--- config.mk ---
export PLATFORM = sky130hd
export DESIGN_NAME = sweep_sequencer
export DESIGN_NICKNAME = d
export VERILOG_FILES = /design/src/rtl/sweep_sequencer.sv
export SDC_FILE = /design/constraint.sdc
export NUM_CORES = 1
export LEC_CHECK = 0
export ABC_AREA = 1
export CORE_MARGIN = 5
export CORE_UTILIZATION = 30
export CTS_CLUSTER_DIAMETER = 150
export DETAILED_ROUTE_END_ITERATION = 8
export PLACE_DENSITY = 0.46
export SYNTH_ARGS = -nofsm -noshare
export SYNTH_HDL_FRONTEND = slang
export SYNTH_SLANG_ARGS = --single-unit
--- constraint.sdc ---
create_clock -name clk -period 2.24 [get_ports clk]
set_input_delay 0.224 -clock clk [delete_from_list [all_inputs] [get_ports clk]]
set_output_delay 0.224 -clock clk [all_outputs]
set_load 0.05 [all_outputs]
--- src/rtl/sweep_sequencer.sv ---
`default_nettype none
// +----------------------------------------------------------------------------+
// | Module      : sweep_sequencer                                              |
// | Description : Sequences a one-hot LED sweep pattern. A start request in    |
// |               IDLE latches mode/rate/sweeps. The run then steps the        |
// |               pattern every rate+1 unpaused cycles (bounce, rotate-left    |
// |               or rotate-right). It completes after the requested number of |
// |               sweeps, or runs forever when sweeps is 0.                    |
// | Ports       : clk, reset      - clock, synchronous active-high reset       |
// |               start           - run request, honoured only in IDLE         |
// |               pause           - freezes prescaler/pattern while in RUN     |
// |               mode[1:0]       - 0/3 bounce, 1 rotate left, 2 rotate right  |
// |               rate[DIV_W-1:0] - cycles between steps minus one             |
// |               sweeps[7:0]     - sweeps per run, 0 = unlimited              |
// |               pattern         - one-hot display pattern                    |
// |               step            - high the cycle after each pattern update   |
// |               sweep_cnt[7:0]  - completed sweeps in the current run        |
// |               busy / done     - RUN indicator / one-cycle completion pulse |
// | Revision    : 1.0 - initial release                                        |
// +----------------------------------------------------------------------------+
module sweep_sequencer #(
    parameter int WIDTH = 8,
    parameter int DIV_W = 16
) (
    input  logic             clk,
    input  logic             reset,
    input  logic             start,
    input  logic             pause,
    input  logic [1:0]       mode,
    input  logic [DIV_W-1:0] rate,
    input  logic [7:0]       sweeps,
    output logic [WIDTH-1:0] pattern,
    output logic             step,
    output logic [7:0]       sweep_cnt,
    output logic             busy,
    output logic             done
);

    typedef enum logic [1:0] {
        S_IDLE = 2'd0,
        S_RUN  = 2'd1,
        S_DONE = 2'd2
    } state_t;

    localparam logic [1:0]       c_MODE_ROTL = 2'd1;
    localparam logic [1:0]       c_MODE_ROTR = 2'd2;
    localparam logic [WIDTH-1:0] c_BIT0      = {{(WIDTH-1){1'b0}}, 1'b1};

    state_t           r_state;
    state_t           w_state_next;

    logic [1:0]       r_mode;
    logic [DIV_W-1:0] r_rate;
    logic [7:0]       r_sweeps;
    logic [DIV_W-1:0] r_presc;
    logic [WIDTH-1:0] r_pattern;
    logic             r_dir_right;
    logic [7:0]       r_sweep_cnt;
    logic             r_step;

    logic [WIDTH-1:0] w_pattern_next;
    logic             w_dir_right_next;
    logic             w_start_run;
    logic             w_step_now;
    logic             w_lands_bit0;
    logic             w_last_sweep;

    // The prescaler only counts up to the latched rate and then clears, so the
    // full DIV_W range (rate = all ones) never overflows.
    assign w_start_run  = (r_state == S_IDLE) && start;
    assign w_step_now   = (r_state == S_RUN) && !pause && (r_presc == r_rate);
    assign w_lands_bit0 = (w_pattern_next == c_BIT0);
    // 8-bit compare: a wrapped count (255 -> 0) can never equal a nonzero target.
    assign w_last_sweep = (r_sweeps != 8'd0) && w_lands_bit0
                          && ((r_sweep_cnt + 8'd1) == r_sweeps);

    // Next pattern for one step. In bounce mode the direction flips at the
    // end bits before the shift, so the pattern never leaves the register.
    always_comb begin
        w_pattern_next   = r_pattern;
        w_dir_right_next = r_dir_right;
        case (r_mode)
            c_MODE_ROTL: w_pattern_next = {r_pattern[WIDTH-2:0], r_pattern[WIDTH-1]};
            c_MODE_ROTR: w_pattern_next = {r_pattern[0], r_pattern[WIDTH-1:1]};
            default: begin
                if (r_pattern[WIDTH-1]) begin
                    w_dir_right_next = 1'b1;
                end else if (r_pattern[0]) begin
                    w_dir_right_next = 1'b0;
                end
                w_pattern_next = w_dir_right_next ? (r_pattern >> 1) : (r_pattern << 1);
            end
        endcase
    end

    // FSM state register
    always_ff @(posedge clk) begin
        if (reset) begin
            r_state <= S_IDLE;
        end else begin
            r_state <= w_state_next;
        end
    end

    // FSM next state and status outputs
    always_comb begin
        w_state_next = r_state;
        busy         = 1'b0;
        done         = 1'b0;
        case (r_state)
            S_IDLE: begin
                if (start) begin
                    w_state_next = S_RUN;
                end
            end
            S_RUN: begin
                busy = 1'b1;
                if (w_step_now && w_last_sweep) begin
                    w_state_next = S_DONE;
                end
            end
            S_DONE: begin
                done         = 1'b1;
                w_state_next = S_IDLE;
            end
            default: w_state_next = S_IDLE;
        endcase
    end

    // Shadow registers, prescaler, pattern and sweep counter
    always_ff @(posedge clk) begin
        if (reset) begin
            r_mode      <= 2'd0;
            r_rate      <= '0;
            r_sweeps    <= 8'd0;
            r_presc     <= '0;
            r_pattern   <= c_BIT0;
            r_dir_right <= 1'b0;
            r_sweep_cnt <= 8'd0;
            r_step      <= 1'b0;
        end else if (w_start_run) begin
            r_mode      <= mode;
            r_rate      <= rate;
            r_sweeps    <= sweeps;
            r_presc     <= '0;
            r_pattern   <= c_BIT0;
            r_dir_right <= 1'b0;
            r_sweep_cnt <= 8'd0;
            r_step      <= 1'b0;
        end else begin
            r_step <= w_step_now;
            if ((r_state == S_RUN) && !pause) begin
                if (r_presc == r_rate) begin
                    r_presc     <= '0;
                    r_pattern   <= w_pattern_next;
                    r_dir_right <= w_dir_right_next;
                    if (w_lands_bit0) begin
                        r_sweep_cnt <= r_sweep_cnt + 8'd1;
                    end
                end else begin
                    r_presc <= r_presc + DIV_W'(1);
                end
            end
        end
    end

    assign pattern   = r_pattern;
    assign step      = r_step;
    assign sweep_cnt = r_sweep_cnt;

endmodule
`default_nettype wire

==> flow_summary.yaml <==
final_layout:
  drive_above_1_share_pct: 8.77
  seqCellArea_um2: 1240
  final_util_pct: 39.4
  area_growth_pct: 27.2
  multi_input_area_um2: 1840
  n_antenna_cell: 0
  fillers: 1202
  nets: 622
yosys:
  yosysSeqAreaShare_pct: 36.6
  synth-seq-cells: 62
  netlist_area_um2: 3390
  async_flop_share_pct: 0
  synth_flop_cell: "dfxtp_1"
  yosysWarnings: 0
  postSynthAreaPerCell_um2: 6.35
  synth_edf_count: 0
  yosysUniqueCellTypes: 30
  synthCells: 534
  syn_nets: 568
die:
  die_w_um: 116
  die-area_um2: 13500
  start_util_pct: 31.0
  io_pins: 49
  die_h_um: 116
  coreArea_um2: 10900
  rows: 38
critical_path:
  worst-r2r-setup-slack_ns: 0.24
  r2r_end: "r_state[0]$_SDFFE_PP0P_"
  crit_type: "register to register"
  crit_top_cell: "nand2_1"
  worst-path-max-fanout: 10
  cp-start-kind: "register"
  rr_startpoint: "r_mode[0]$_SDFFE_PP0P_"
  cp_data_arrival_time_ns: 2.23
  critical_path.max_stage_delay_ns: 0.33
  critPathCaptureType: "register"
  reg2regPathDepth: 12
  slowest_stage: "dfxtp_1"
  worst_ep_required_time_ns: 2.46
  crit_chain: "inv_1 -> ha_1 -> inv_2 -> nand3_1 -> nand2_1 -> nand3_1 -> nor2_1 -> nand3_1 -> nor2_2 -> nand2_1 -> nand2_1 -> nand2_1"
sta:
  period_minus_slack_ns: 2.00
  hold_viol: 0
  fmax_mhz: 499
  maxSlewHeadroom_pct: 66.7
  drv_slew: 0
  worst_pin_slew_ns: 0.498
  finalSetupViolCount: 0
  tns_ns: 0
  period_share_pct: 89.4
  fin_skew_ns: 0.00607
  rsz0062_at_grt: "false"
placed_design:
  dpl.hpwl_mm: 7.00
  port-buffer-count: 48
  gp_congestion: 0.879
drt:
  drt-total-wl_mm: 9.06
  route.detailed.wl_per_inst_um: 12.4
  firstDrtPassIters: 4
  vias: 3352
  ant_nets: 0
  drt_iter0_markers: 138
  drc: 0
  vias_per_cell: 4.57
clock_network:
  numCtsBuffers: 9
  cts_buffer_depth: 2
  cts_tree: "built"
  clk_pin_slew_ns: 0.05
  root_buffer: "clkbuf_16"
  cts_num_sinks: 62
  clock_latency_ns: 0.33
  cts-hold-fix-buffers: 0
  htreeDepth: 3
global_route:
  grt_usage_pct: 14.1
  grt_pass1_wl_mm: 14.9
  globalRoute.totalOverflow: 0
  grt_pass1_vias: 3229
  grt_max_degree: 46
  antenna_found_initial: 0
pwr:
  cellPowerDensity_nw_per_um2: 660
  irDropWorstVdd_v: 0.000314
  leakagePower_nw: 1.83
min_path:
  whs_path_depth: 2
  hold_class: "register to register"
  min_from: "r_rate[8]$_SDFFE_PP0P_"
  min_to: "r_rate[8]$_SDFFE_PP0P_"
run:
  max-cap-violations: 0
status:
  status: "finished clean"
## critical path: cells and delay by family, from the launching register on
| kind | cells | cell delay, ns |
|---|---|---|
| adders and majority gates | 1 | 0.31 |
| and+or+nand+nor | 9 | 1.02 |
| buffers and inverters | 2 | 0.23 |
| DFF | 1 | 0.33 |
## cell type report
| cell class | count | area share [%] |
|---|---|---|
| Sequential cell | 62 | 28.8 |
| Multi-Input combinational cell | 391 | 42.6 |
| Inverter | 70 | 6.09 |
| Tap cell | 140 | 4.06 |
| Clock inverter | 4 | 0.522 |
| Clock buffer | 12 | 5.72 |
| Timing Repair Buffer | 54 | 12.2 |
## where the power goes
part | internal (W) | switching, W
logic | 0.000157 | 0.000240
registers | 0.00115 | 0.0000327
clock network | 0.000773 | 0.000492
## registers in the layout, summed over array words and instances (netlist names)
register,flops
sweep_cnt,8
r_dir_right,1
r_sweeps,8
r_presc,16
r_state,2
r_mode,2
r_rate,16
step,1
pattern,8
## Yosys cell counts (3+ instances only)
master    count  area share (%)
nor3_1        4            0.59
nand4_1       5            0.92
inv_2        17             1.9
nor2_2        3            0.55
ha_1          4             1.5
o21ai_0      41             6.1
buf_2         4            0.59
clkbuf_1      4            0.44
nand2_2       3            0.55
a21oi_1      28             4.1
dfxtp_1      62              37
nor3b_1       5             1.1
nor2_1       86             9.5
nand3_1      37             5.5
inv_1        53             5.9
nand2_1     151              17
xor2_1       10             2.6
## how the worst max path moves through the flow
stage	from	to	slack, ns	cells past startpoint
detailed placement	r_mode[0]$_SDFFE_PP0P_	r_state[0]$_SDFFE_PP0P_	0.14	12
CTS	r_mode[0]$_SDFFE_PP0P_	r_state[0]$_SDFFE_PP0P_	0.13	12
floorplan	sweep_cnt[0]$_SDFFE_PP0P_	r_state[0]$_SDFFE_PP0P_	0.37	12
finish	r_mode[0]$_SDFFE_PP0P_	r_state[0]$_SDFFE_PP0P_	0.24	12
global route	r_mode[0]$_SDFFE_PP0P_	r_state[0]$_SDFFE_PP0P_	0.03	13
global placement	r_mode[0]$_SDFFE_PP0P_	r_state[0]$_SDFFE_PP0P_	0.13	12
## cell families after synthesis
group	count (synthesis)	share of synthesized area, %
AOI/OAI and AO/OA	71	10.6
buffers and inverters	81	9.23
adders and majority gates	4	1.48
xor gates and xnor gates	11	2.84
and+or+nand+nor	305	39.3
DFF	62	36.6
## per-stage QoR
step	total power, W	worst slack, ns	hold WS, ns	instance area, um^2	std cells
2_1_floorplan	0.00146	0.373	0.377	3390	534
3_3_place_gp	0.00161	0.132	0.459	4040	717
3_5_place_dp	0.00161	0.137	0.461	4040	717
4_1_cts	0.00290	0.126	0.470	4310	733
5_1_grt	0.00299	0.0335	0.488	4310	733
6_report	0.00284	0.237	0.465	4310	733
## cell usage in the layout, fill, tap and decap left out
master | netlist | routed
xnor2_1 | 1 | 1
nor3b_1 | 5 | 5
and3_1 | 1 | 1
nor2_1 | 86 | 85
inv_1 | 53 | 53
nor2_2 | 3 | 4
xor2_1 | 10 | 10
nand3_1 | 37 | 37
buf_4 | 1 | 6
a21oi_1 | 28 | 28
clkbuf_16 | 0 | 9
clkbuf_8 | 0 | 1
a211oi_1 | 1 | 1
nand2_4 | 1 | 1
nand2_2 | 3 | 3
clkinv_2 | 0 | 3
nor3_2 | 2 | 2
nor3_1 | 4 | 4
clkdlybuf4s50_1 | 0 | 48
nor4_1 | 2 | 2
clkbuf_1 | 4 | 2
ha_1 | 4 | 4
nand4_1 | 5 | 5
inv_2 | 17 | 17
nand2_1 | 151 | 151
nor2_8 | 1 | 1
clkinvlp_4 | 0 | 1
o22ai_1 | 1 | 1
nand3_4 | 1 | 1
dfxtp_1 | 62 | 62
nand3b_4 | 1 | 1
o21ai_0 | 41 | 41
nor2_4 | 2 | 2
## what timing repair did
action                                  in CTS  in global routing
buffers inserted                             0                  0
endpoints found under the setup margin       0                  2
endpoints found under the hold margin        0                  0
gates resized for setup                      0                  1
## layer usage
metal  GRT usage [%]  vias up  routed length (um)
li1                -     1792                   -
met1            16.4     1506                4000
met2            25.4       42                4640
met3            3.68       12                 300
met4            4.41        0                 125
met5               0        -                   0
(Power assumes the default switching activity.)
